===== config.mk =====
export PLATFORM = sky130hd
export DESIGN_NAME = alu_arbiter_seq
export DESIGN_NICKNAME = d
export VERILOG_FILES = /design/src/rtl/alu_arbiter_seq.sv
export SDC_FILE = /design/constraint.sdc
export NUM_CORES = 1
export LEC_CHECK = 0
export CAP_MARGIN = 20
export CORE_ASPECT_RATIO = 1.25
export CORE_MARGIN = 2
export CORE_UTILIZATION = 30
export CTS_CLUSTER_DIAMETER = 80
export DETAILED_ROUTE_END_ITERATION = 6
export GPL_TIMING_DRIVEN = 1
export SETUP_SLACK_MARGIN = 0.4
export SLEW_MARGIN = 20
export SYNTH_ARGS = -nofsm -noshare
export SYNTH_HDL_FRONTEND = slang
export SYNTH_SLANG_ARGS = --single-unit

===== constraint.sdc =====
create_clock -name clk -period 2.62 [get_ports clk]
set_input_delay 0.786 -clock clk [delete_from_list [all_inputs] [get_ports clk]]
set_output_delay 0.786 -clock clk [all_outputs]
set_load 0.01 [all_outputs]

===== src/rtl/alu_arbiter_seq.sv =====
// Round-robin sequencer that shares one combinational 4-bit ALU between two requesters.
// Operands are held on the ALU for EXEC_CYCLES cycles; result and flags return on a per-requester valid/ready channel.
module alu_arbiter_seq #(
  parameter int unsigned EXEC_CYCLES = 1
) (
  input  logic       clk,
  input  logic       rst_n,
  input  logic       req_valid_0,
  input  logic       req_valid_1,
  output logic       req_ready_0,
  output logic       req_ready_1,
  input  logic [3:0] req_a_0,
  input  logic [3:0] req_a_1,
  input  logic [3:0] req_b_0,
  input  logic [3:0] req_b_1,
  input  logic [2:0] req_op_0,
  input  logic [2:0] req_op_1,
  output logic       rsp_valid_0,
  output logic       rsp_valid_1,
  input  logic       rsp_ready_0,
  input  logic       rsp_ready_1,
  output logic [3:0] rsp_result_0,
  output logic [3:0] rsp_result_1,
  output logic       rsp_zero_0,
  output logic       rsp_zero_1,
  output logic       rsp_carry_0,
  output logic       rsp_carry_1,
  output logic       rsp_err_0,
  output logic       rsp_err_1,
  output logic [3:0] alu_a,
  output logic [3:0] alu_b,
  output logic [2:0] alu_op,
  input  logic [3:0] alu_result,
  input  logic       alu_zero,
  input  logic       alu_carry,
  output logic       busy
);

  typedef enum logic [1:0] {
    IDLE = 2'd0,
    EXEC = 2'd1,
    RESP = 2'd2
  } state_t;

  typedef struct packed {
    logic [3:0] result;
    logic       zero;
    logic       carry;
    logic       err;
  } rsp_t;

  localparam logic [3:0] LAST_CNT = 4'(EXEC_CYCLES - 1);

  state_t     state;
  state_t     state_next;
  logic       ptr;
  logic       gid;
  logic [3:0] cnt;
  rsp_t       rsp_q [2];
  logic [1:0] rsp_valid_q;

  logic       in_idle;
  logic       grant_0;
  logic       grant_1;
  logic       accept;
  logic       acc_id;
  logic [3:0] sel_a;
  logic [3:0] sel_b;
  logic [2:0] sel_op;
  logic       op_legal;
  logic       exec_done;
  logic       rsp_take;

  // Grant logic: a lone requester always wins; a tie goes to the pointer.
  assign in_idle = (state == IDLE);
  assign grant_0 = in_idle & req_valid_0 & (~req_valid_1 | ~ptr);
  assign grant_1 = in_idle & req_valid_1 & (~req_valid_0 |  ptr);
  assign accept  = grant_0 | grant_1;
  assign acc_id  = grant_1;

  assign req_ready_0 = grant_0;
  assign req_ready_1 = grant_1;

  assign sel_a  = acc_id ? req_a_1  : req_a_0;
  assign sel_b  = acc_id ? req_b_1  : req_b_0;
  assign sel_op = acc_id ? req_op_1 : req_op_0;

  always_comb begin
    case (sel_op)
      3'b000, 3'b001, 3'b010, 3'b110, 3'b111: op_legal = 1'b1;
      default:                                op_legal = 1'b0;
    endcase
  end

  assign exec_done = (state == EXEC) && (cnt == LAST_CNT);
  assign rsp_take  = (state == RESP) && rsp_valid_q[gid]
                     && (gid ? rsp_ready_1 : rsp_ready_0);

  // NOTE: state registers use non-blocking assignments so every flop samples
  // pre-edge values regardless of block ordering.
  always_ff @(posedge clk or negedge rst_n) begin
    if (!rst_n) state <= IDLE;
    else        state <= state_next;
  end

  // NOTE: next-state gets its default first so no path leaves it unassigned
  // (an unassigned path would infer a latch).
  always_comb begin
    state_next = state;
    case (state)
      IDLE: if (accept) state_next = op_legal ? EXEC : RESP;
      EXEC: if (exec_done) state_next = RESP;
      RESP: if (rsp_take) state_next = IDLE;
      default: state_next = IDLE;
    endcase
  end

  // ALU-driving registers, pointer, exec counter and response registers.
  always_ff @(posedge clk or negedge rst_n) begin
    if (!rst_n) begin
      ptr         <= 1'b0;
      gid         <= 1'b0;
      cnt         <= '0;
      alu_a       <= '0;
      alu_b       <= '0;
      alu_op      <= '0;
      rsp_valid_q <= '0;
      rsp_q[0]    <= '0;
      rsp_q[1]    <= '0;
    end else begin
      if (accept) begin
        alu_a  <= sel_a;
        alu_b  <= sel_b;
        alu_op <= sel_op;
        gid    <= acc_id;
        ptr    <= ~acc_id;
        cnt    <= '0;
        // Illegal ops skip EXEC and answer on the next cycle with an error.
        if (!op_legal) begin
          rsp_q[acc_id]       <= '{result: 4'd0, zero: 1'b0, carry: 1'b0, err: 1'b1};
          rsp_valid_q[acc_id] <= 1'b1;
        end
      end else if ((state == EXEC) && !exec_done) begin
        cnt <= cnt + 4'd1;
      end

      if (exec_done) begin
        rsp_q[gid]       <= '{result: alu_result, zero: alu_zero, carry: alu_carry, err: 1'b0};
        rsp_valid_q[gid] <= 1'b1;
      end

      if (rsp_take) rsp_valid_q[gid] <= 1'b0;
    end
  end

  assign busy = (state != IDLE);

  assign rsp_valid_0  = rsp_valid_q[0];
  assign rsp_valid_1  = rsp_valid_q[1];
  assign rsp_result_0 = rsp_q[0].result;
  assign rsp_result_1 = rsp_q[1].result;
  assign rsp_zero_0   = rsp_q[0].zero;
  assign rsp_zero_1   = rsp_q[1].zero;
  assign rsp_carry_0  = rsp_q[0].carry;
  assign rsp_carry_1  = rsp_q[1].carry;
  assign rsp_err_0    = rsp_q[0].err;
  assign rsp_err_1    = rsp_q[1].err;

endmodule


Word level (Yosys, flattened, before mapping)
Cells that the tools add are included.

operators by class
  reductions and logical operators = 16
  $lt $le $gt $ge = 8
  muxes and demuxes = 30
  add/sub/neg operators = 1
  bitwise operators = 20
  equality and inequality tests = 9

operators by type and width
  cell                 number
  $mux 14              3
  $mux 2               8
  $mux 4               4
  $bwmux 14            1
  $demux 7 s1          2
  $mux 7               2
  $and 12x12->12       1
  $not 12->12          1
  $logic_and 1x1->1    8
  $eq 3x3->1 const B   2
  $mux 1               6
  $or 2x2->2           3
  $pmux 2 s3           1
  $reduce_or 5->1      1
  $add 4x1->4 const B  1
  $and 1x1->1          4
  $ge 2x2->1 const B   2
  $logic_not 4->1      1
  $lt 1x2->1 const B   2
  $lt 2x1->1 const B   2
  $ne 2x2->1 const B   2
  $not 1->1            4
  $not 1->2            2
  $reduce_bool 2->1    2
  15 further kinds     19

storage, ports and cells
  output and inout bits = 30
  register bits = 35

Depth between registers and ports, before layout
Gate-level depths: netlist (run 1).

  depth after elaboration = 14
  gate-level depth with buffers = 7

Worst setup path before layout (run 1)
OpenSTA, ideal clock, no wires.

  path kind = input -> output
  from = in req_valid_1
  to = out req_ready_0
  setup slack = 0.596 ns
  required time = 1.834 ns
  cell stages on the path = 4
  arrival time = 1.238 ns
  buffers on the path = 1
  cells stage by stage = nand2_1 -> nand3_1 -> inv_1 -> buf_2

on the way
  cells in the longest elaborated chain, start to end = 3

ends and longest elaborated chain
  element          line  source
  start, declared  9     input logic req_valid_1,
  $not 1->1        76    assign grant_0 = in_idle & req_valid_0 & (~req_valid_1 | ~ptr);
  $or 1x1->1       76
  $and 1x1->1      76
  end, declared    10    output logic req_ready_0,

No other way between the ends.

Worst setup path in the final report (run 1)
  from = in req_valid_0
  to = out req_ready_1

on the way
  cells in the longest elaborated chain, start to end = 3

ends and longest elaborated chain
  element          line  source
  start, declared  8     input logic req_valid_0,
  $not 1->1        77    assign grant_1 = in_idle & req_valid_1 & (~req_valid_0 | ptr);
  $or 1x1->1       77
  $and 1x1->1      77
  end, declared    11    output logic req_ready_1,

No other way between the ends.

==> results.rst, run 1 <==
.. list-table::
   :header-rows: 1

   * - Metric
     - Value
   * - Result of the run
     - completed
   * - Internal power of the cells
     - 775 uW
   * - Delay of the slowest critical-path stage
     - 110 ps
   * - Total DRC errors in the routed layout
     - 0
   * - Synthesized-area fraction occupied by xor and xnor cells
     - 0.0165
   * - Count of maximum capacitance violations
     - 0
   * - Skew-Pair Late Insertion Delay
     - 290 ps
   * - Cell-by-cell trace of the critical path
     - clkbuf_2 -> nand2b_1 -> nand3_2 -> inv_2 -> buf_6
   * - Fraction of power spent switching nets
     - 0.229
   * - Area of the die
     - 5910 sq um
   * - Proportion of register bits with asynchronous set or reset after synthesis
     - 1.00
   * - Adder and majority gate portion of the synthesized area
     - 0.0157
   * - Total number of vias
     - 1418
   * - Placement Setup Slack
     - -254 ps
   * - H-tree Lvls
     - 2
   * - Number of synthesized flops with an enable pin
     - 0
   * - FMAX
     - 487 MHz
   * - Final clock period utilization by the worst path
     - 0.784
   * - Maximum VDD drop
     - 0.000276 V
   * - Clock network fraction of design power
     - 0.384
   * - Classification of the worst-slack hold path
     - register to register
   * - Routed Wire Length
     - 4040 microns
   * - Worst Hold End
     - alu_b[3]
   * - Wire length of the first global-routing pass
     - 6760 microns
   * - Post-Syn Nets
     - 193
   * - Die height
     - 85.4 microns
   * - Highest fanout seen on the critical path
     - 3
   * - Distinct cell type count of the synthesized netlist
     - 37
   * - Ratio of cells with drive above 1 in the final layout
     - 0.140
   * - Required time of the critical path
     - 1830 ps
   * - Largest net degree at the start of global routing
     - 36
   * - Min Tclk post-route
     - 2050 ps
   * - Path depth of the worst reg2reg path
     - 6
   * - Final-layout worst hold slack
     - 474 ps
   * - Type of element launching the critical path
     - primary input
   * - CTS tree
     - built
   * - Overall power after layout
     - 1.00 mW
   * - Vias per std cell
     - 4.77
   * - Post-synthesis register bit count
     - 35
   * - Sum of buffers and inverters on the critical path
     - 3
   * - Wire length per cell
     - 13.6 microns
   * - Largest family of logic cells by synthesized area
     - simple AND/OR/NAND/NOR gates
   * - Proportion of power drawn by flip-flops and latches
     - 0.540
   * - Synth warn
     - 0
   * - Final estimated routing congestion in global placement
     - 0.745
   * - Most used flip-flop cell after synthesis
     - dfrtp_1
   * - Portion of the post-synthesis area used by sequential elements
     - 0.550
   * - Synth-to-Final Area Change
     - 54.0%
   * - Number of sinks handled by clock tree synthesis
     - 35
   * - Synthesized-area fraction occupied by ao, oa, aoi and oai cells
     - 0.142
   * - Cells after synthesis
     - 157
   * - Detailed placer's ending HPWL
     - 2910 microns
   * - Total routing usage reported by global routing
     - 0.144
   * - Number of nets with antenna violations after detailed routing
     - 0
   * - Starting Density
     - 0.313
   * - Cts bufs inserted
     - 5
   * - Number of buffers between clock root and the deepest sink
     - 2
   * - IO Count
     - 64
   * - Summed negative setup slack over all endpoints
     - 0 ps
   * - Port bufs
     - 63
   * - Beginning of the worst hold path
     - alu_b[3]
   * - Clock transition at the registers of the reported paths
     - 70 ps
   * - Filler Cell Count
     - 493
   * - Least setup slack across all paths after layout
     - 566 ps
   * - Chip width
     - 69.1 microns
   * - Layout Skew
     - 8.76 ps
   * - Slowest stage cell on the critical path
     - clkbuf_2
   * - Post-layout utilization of the core
     - 0.483
   * - Overflow left after global routing
     - 0
   * - Final hold violations
     - 0
   * - Count of endpoints failing setup in the final report
     - 0
   * - Simple-gate share of the synthesized area
     - 0.205
   * - Core Region
     - 5080 sq um
   * - Worst EP arrival
     - 1270 ps
   * - Sw power
     - 230 uW
   * - P_leak
     - 1.08 nW
   * - Element type at the critical path end
     - output pin
   * - Total standard cell area after synthesis
     - 1590 sq um
   * - Terminus of the critical flop-to-flop path
     - rsp_result_0[1]
   * - Proportion of power drawn by combinational gates
     - 0.076
   * - 1st-pass router iterations
     - 4
   * - Instance count along the most critical hold path
     - 2
   * - Root buffer cell
     - clkbuf_8
   * - RSZ-0062 raised after global routing
     - no
   * - Power density over cell area
     - 410 nW/um^2
   * - Number of antenna violations at the first check in global routing
     - 0
   * - Launch point of the worst reg-to-reg path
     - cnt[0]
   * - Starting DRT DRC Count
     - 35
   * - Vias in the first global route
     - 1378
   * - Relative slew slack
     - 0.481
   * - Number of pins exceeding their max-slew limit in the final report
     - 0
   * - Worst setup slack for register-to-register paths
     - 750 ps
   * - Final-stage net count
     - 270
   * - Category of cells accounting for the largest share of critical-path delay
     - buffers and inverters
   * - # diodes
     - 0
   * - Post-synthesis mux area share
     - 0.0440
   * - Crit path kind
     - primary input to output pin
   * - Transition time at the pin with the least slew margin
     - 779 ps
   * - Number of placement rows
     - 29
   * - Synthesized area per cell
     - 10.1 sq um
-- state kept, by name, summed over array words and instances, names as in the netlist --
signal	count
alu_a	4
alu_b	4
alu_op	3
cnt	4
gid	1
ptr	1
rsp_carry_0	1
rsp_carry_1	1
rsp_err_0	1
rsp_err_1	1
rsp_result_0	4
rsp_result_1	4
rsp_valid_q	2
rsp_zero_0	1
rsp_zero_1	1
state	2
-- kinds of logic (layout without fill, tap and decap cells) --
logic type / Yosys count / count (layout)
fa+ha+maj: 2 / 2
buf+inv: 11 / 89
xor+xnor: 3 / 3
mux: 7 / 7
flops: 35 / 35
simple gates: 69 / 69
compound gates: 30 / 30
-- worst register-to-register path: stages, from the launching register on --
cell and delay, ps:
dfrtp_1 420, inv_1 70, ha_1 150, or3b_4 410
nor3_4 410, mux2i_1 240, nor2_1 50
-- layer usage --
layer / GRT usage / up-vias / wire length (microns)
met3: 0.0534 / 2 / 266
met1: 0.184 / 670 / 1850
met5: 0 / - / 0
li1: - / 700 / -
met4: 0.0481 / 0 / 27
met2: 0.226 / 46 / 1900
-- final cells by class --
type	count	area [sq um]	share of cell area
clock buffer	5	68.8	0.0281
clock inverter	3	20.0	0.00817
inverter	7	26.3	0.0107
multi-input combinational	111	686	0.280
sequential	35	876	0.357
tap	62	77.6	0.0316
timing repair buffer	74	697	0.284
-- metrics by stage --
| stage | std cells | area (sq um) |
|---|---|---|
| floorplan | 157 | 1590 |
| CTS | 297 | 2460 |
| global route | 297 | 2450 |
| detailed placement | 287 | 2350 |
| finish | 297 | 2450 |
| global placement | 287 | 2350 |
-- worst max path at each step --
stage | start | end | slack [ps] | cells after the start
floorplan | req_valid_1 | req_ready_0 | 600 | 4
global placement | req_valid_1 | req_ready_0 | -270 | 5
detailed placement | req_valid_1 | req_ready_0 | -250 | 5
CTS | req_valid_1 | req_ready_0 | 410 | 5
global route | req_op_1[2] | rsp_carry_1 | 480 | 5
finish | req_valid_0 | req_ready_1 | 570 | 5
-- timing repair --
item,in CTS,in global routing
hold buffers,0,0
resized for setup,16,4
pin swaps,1,1
endpoints found under the setup margin,3,3
setup buffers,2,0
-- cells in the mapped netlist, drive strengths merged, types with 2 or more instances --
master,number,area [sq um]
ha,2,25.0
mux2i,7,70.1
dfrtp,35,876
nand3,5,30.0
nor3,2,21.3
a21oi,3,15.0
a31oi,7,43.8
o21ai,2,10.0
a22o,6,52.6
nor2b,2,12.5
or3b,2,20.0
a22oi,4,30.0
clkbuf,3,11.3
nor2,22,82.6
nand2,28,105
nand2b,3,18.8
xor2,2,17.5
inv,7,26.3
-- power by group through the flow --
stage,Clock (mW),Sequential (mW),Combinational (mW)
global placement,0,0.553,0.0793
detailed placement,0,0.553,0.0788
CTS,0.403,0.543,0.0787
floorplan,0,0.554,0.00709
global route,0.427,0.543,0.0835
finish,0.386,0.543,0.0764
-- placed cells by master, fill, tap and decap left out, types with 2 or more instances in the layout --
cell | netlist | routed
inv_2 | 1 | 2
clkdlybuf4s50_1 | 0 | 57
a22o_1 | 6 | 6
nand3_2 | 1 | 2
clkinvlp_4 | 0 | 2
a22oi_1 | 4 | 4
dfrtp_1 | 35 | 35
buf_2 | 1 | 2
nand3_1 | 4 | 3
nand2b_1 | 3 | 3
ha_1 | 2 | 2
inv_1 | 6 | 5
nor2_1 | 22 | 21
nand2_1 | 28 | 28
a31oi_1 | 7 | 7
clkbuf_2 | 0 | 2
nor2b_1 | 2 | 2
clkbuf_8 | 0 | 5
o21ai_0 | 2 | 2
xor2_1 | 2 | 2
mux2i_1 | 7 | 7
buf_4 | 0 | 11
a21oi_1 | 3 | 3
No activity file was read; power rests on OpenSTA's default activity.
==> run 2: changes to the inputs <==
==> constraint.sdc (replaced) <==
create_clock -name clk -period 1.72 [get_ports clk]
set_input_delay 0.516 -clock clk [delete_from_list [all_inputs] [get_ports clk]]
set_output_delay 0.516 -clock clk [all_outputs]
set_load 0.01 [all_outputs]
==> run 2 against run 1 <==
The run now ends with negative setup slack left. First-iteration DRC count grew 26%. Combinational power is 88% higher. Via count rose by 16%. Critical path depth unchanged. Core utilization grew 12 points. Clock skew shrank 0.88 ps. Register-to-register slack got worse by 750 ps. Global-route usage grew 3.5 points. Worst setup slack lost 580 ps. Final cell count is 15% higher. Critical path type is now register to output pin.
==> results.rst, run 2 (synthesized netlist as in run 1, its figures left out) <==
.. list-table::
   :header-rows: 1

   * - Metric
     - Value
   * - Synth-to-Final Area Change
     - 92.2%
   * - Proportion of power drawn by combinational gates
     - 0.088 (+0.012)
   * - Launch point of the worst reg-to-reg path
     - state[1]
   * - Routed Wire Length
     - 5160 microns (+27%)
   * - Overflow left after global routing
     - 0 (unchanged)
   * - Number of sinks handled by clock tree synthesis
     - 35 (unchanged)
   * - Wire length of the first global-routing pass
     - 8380 microns (+24%)
   * - Crit path kind
     - register to output pin
   * - FMAX
     - 577 MHz
   * - Clock transition at the registers of the reported paths
     - 70 ps (about the same)
   * - Maximum VDD drop
     - 0.000446 V (+62%)
   * - Worst setup slack for register-to-register paths
     - 0 ps (-750 ps)
   * - Internal power of the cells
     - 1.28 mW (+65%)
   * - Classification of the worst-slack hold path
     - primary input to asynchronous set/reset pin
   * - Number of placement rows
     - 29 (unchanged)
   * - Commonest non-fill, non-tap cell in the layout
     - dfrtp_1
   * - Placed Instances
     - 299 (+4.2%)
   * - RSZ-0062 raised after global routing
     - yes
   * - Power density over cell area
     - 535 nW/um^2 (+31%)
   * - Cts bufs inserted
     - 5 (unchanged)
   * - Result of the run
     - complete, but fails checks
   * - Core Region
     - 5080 sq um (unchanged)
   * - Leading cell types in the layout, fill and taps excluded
     - dfrtp_1, buf_4, nand2_1, clkdlybuf4s50_1, buf_2
   * - Area of the die
     - 5910 sq um (unchanged)
   * - Slowest stage cell on the critical path
     - dfrtp_1
   * - Vias per std cell
     - 4.78 (+0.21%)
   * - Transition time at the pin with the least slew margin
     - 407 ps (-372 ps)
   * - Area of the multi-input gates
     - 908 sq um (+32%)
   * - Element type at the critical path end
     - output pin
   * - Number of pins exceeding their max-slew limit in the final report
     - 0 (unchanged)
   * - Total DRC errors in the routed layout
     - 0 (unchanged)
   * - Number of antenna violations at the first check in global routing
     - 0 (unchanged)
   * - H-tree Lvls
     - 2 (unchanged)
   * - Chip width
     - 69.1 microns (unchanged)
   * - 1st-pass router iterations
     - 4 (unchanged)
   * - Total routing usage reported by global routing
     - 0.179 (+0.0349)
   * - Ratio of cells with drive above 1 in the final layout
     - 0.488 (+0.347)
   * - Starting Density
     - 0.313 (unchanged)
   * - Die height
     - 85.4 microns (unchanged)
   * - Delay of the slowest critical-path stage
     - 420 ps (+310 ps)
   * - Total number of vias
     - 1641 (+16%)
   * - Relative slew slack
     - 0.729 (+0.248)
   * - Count of maximum capacitance violations
     - 0 (unchanged)
   * - Post-place instance area
     - 2520 sq um (+7.4%)
   * - Clock network fraction of design power
     - 0.407 (+0.023)
   * - Largest net degree at the start of global routing
     - 21 (-42%)
   * - Cell seen most often among critical-path stages
     - buf_6
   * - Final hold violations
     - 0 (unchanged)
   * - Filler Cell Count
     - 460 (-6.7%)
   * - Detailed placer's ending HPWL
     - 3220 microns (+11%)
   * - Port bufs
     - 63 (unchanged)
   * - Type of element launching the critical path
     - register
   * - P_leak
     - 1.49 nW (+38%)
   * - Number of buffers between clock root and the deepest sink
     - 2 (unchanged)
   * - Root buffer cell
     - clkbuf_8
   * - Worst EP arrival
     - 1220 ps (-50 ps)
   * - Terminus of the critical flop-to-flop path
     - rsp_valid_q[0]
   * - Sw power
     - 361 uW (+57%)
   * - Cell-by-cell trace of the critical path
     - nor2_4 -> buf_6 -> nand3_4 -> inv_2 -> buf_6
   * - Cell area after layout
     - 3060 sq um (+25%)
   * - Layout Skew
     - 7.88 ps (-0.879 ps)
   * - Final clock period utilization by the worst path
     - 1.01
   * - Skew-Pair Late Insertion Delay
     - 290 ps (about the same)
   * - Required time of the critical path
     - 1200 ps (-630 ps)
   * - Min Tclk post-route
     - 1730 ps
   * - Starting DRT DRC Count
     - 44 (+26%)
   * - Total area of sequential cells
     - 876 sq um (unchanged)
   * - Final estimated routing congestion in global placement
     - 0.709 (-4.8%)
   * - Wire length per cell
     - 15.0 microns (+10%)
   * - Highest fanout seen on the critical path
     - 3 (unchanged)
   * - Number of nets with antenna violations after detailed routing
     - 0 (unchanged)
   * - IO Count
     - 64 (unchanged)
   * - Least setup slack across all paths after layout
     - -12.0 ps (-578 ps)
   * - Final-stage net count
     - 316 (+17%)
   * - Vias in the first global route
     - 1674 (+21%)
   * - Number of standard cells in the final layout excluding fillers
     - 343 (+15%)
   * - Proportion of power drawn by flip-flops and latches
     - 0.505 (-0.035)
   * - Post-layout utilization of the core
     - 0.602 (+0.120)
   * - # diodes
     - 0 (unchanged)
   * - CTS tree
     - built
   * - Fraction of power spent switching nets
     - 0.221 (-0.00829)
   * - Violations in the final reports
     - negative setup slack
   * - Count of endpoints failing setup in the final report
     - 2 (+2)
   * - Path depth of the worst reg2reg path
     - 5 (-1)
-- run 2: cell count changes in the layout (fill, tap and decap cells not counted), moves of 3 or more --
| cell | delta |
|---|---|
| dlygate4sd2_1 | +3 |
| buf_2 | +25 |
| clkdlybuf4s50_1 | -30 |
| buf_4 | +21 |
| buf_12 | +4 |
| buf_6 | +23 |
| nor2_1 | -12 |
| nor2_4 | +10 |
-- run 2: worst max-delay path: cells and delay by family (launching register included) --
kind | cells | cell delay (ps)
flip-flops | 1 | 420
buffers and inverters | 3 | 280
AND/OR/NAND/NOR | 2 | 230
-- run 2: per-layer routing --
metal  wire length, microns  share of wire  vias to the layer above  track usage
li1                       -              -                      799            -
met1                   2270           0.44                      784        0.226
met2                   2580           0.50                       50        0.302
met3                    210          0.041                        8       0.0404
met4                     95          0.018                        0       0.0660
met5                      0              0                        -            0
-- run 2: area by class of cell --
type	count	share of cell area
Multi-Input combinational cell	111	0.297
Clock buffer	8	0.0327
Inverter	7	0.00941
Timing Repair Buffer	120	0.349
Tap cell	62	0.0254
Sequential cell	35	0.286
-- run 2: metrics by stage --
step	total power [mW]	setup TNS, ps	hold slack, ps	setup WS, ps
after floorplan	0.857	0	220	31.5
after global placement	0.976	-12000	460	-626
after detailed placement	0.976	-13200	460	-643
after CTS	1.65	-46.2	157	-27.5
after global routing	1.71	-709	168	-68.1
final	1.64	-14.9	146	-12.0
-- run 2: power by group through the flow --
stage | Combinational, mW | Sequential (mW) | Clock [mW]
finish | 0.144 | 0.827 | 0.667
global route | 0.157 | 0.826 | 0.723
CTS | 0.139 | 0.826 | 0.683
detailed placement | 0.133 | 0.843 | 0
global placement | 0.133 | 0.843 | 0
floorplan | 0.0132 | 0.844 | 0
-- run 2: worst max path at each step --
stage	slack, ps	startpoint	cells past startpoint	endpoint
after global routing	-70	state[1]	5	req_ready_0
after floorplan	30	cnt[0]	6	rsp_carry_0
after detailed placement	-640	req_valid_1	5	req_ready_0
after CTS	-30	state[0]	5	req_ready_0
after global placement	-630	req_valid_1	5	req_ready_0
final	-10	state[1]	5	req_ready_0
-- run 2: what timing repair did --
item,4_1_cts,5_1_grt
setup endpoints to repair,65,63
setup buffers,21,14
cloned,0,1
resized for setup,187,13
pin swaps,16,14
hold buffers,0,0
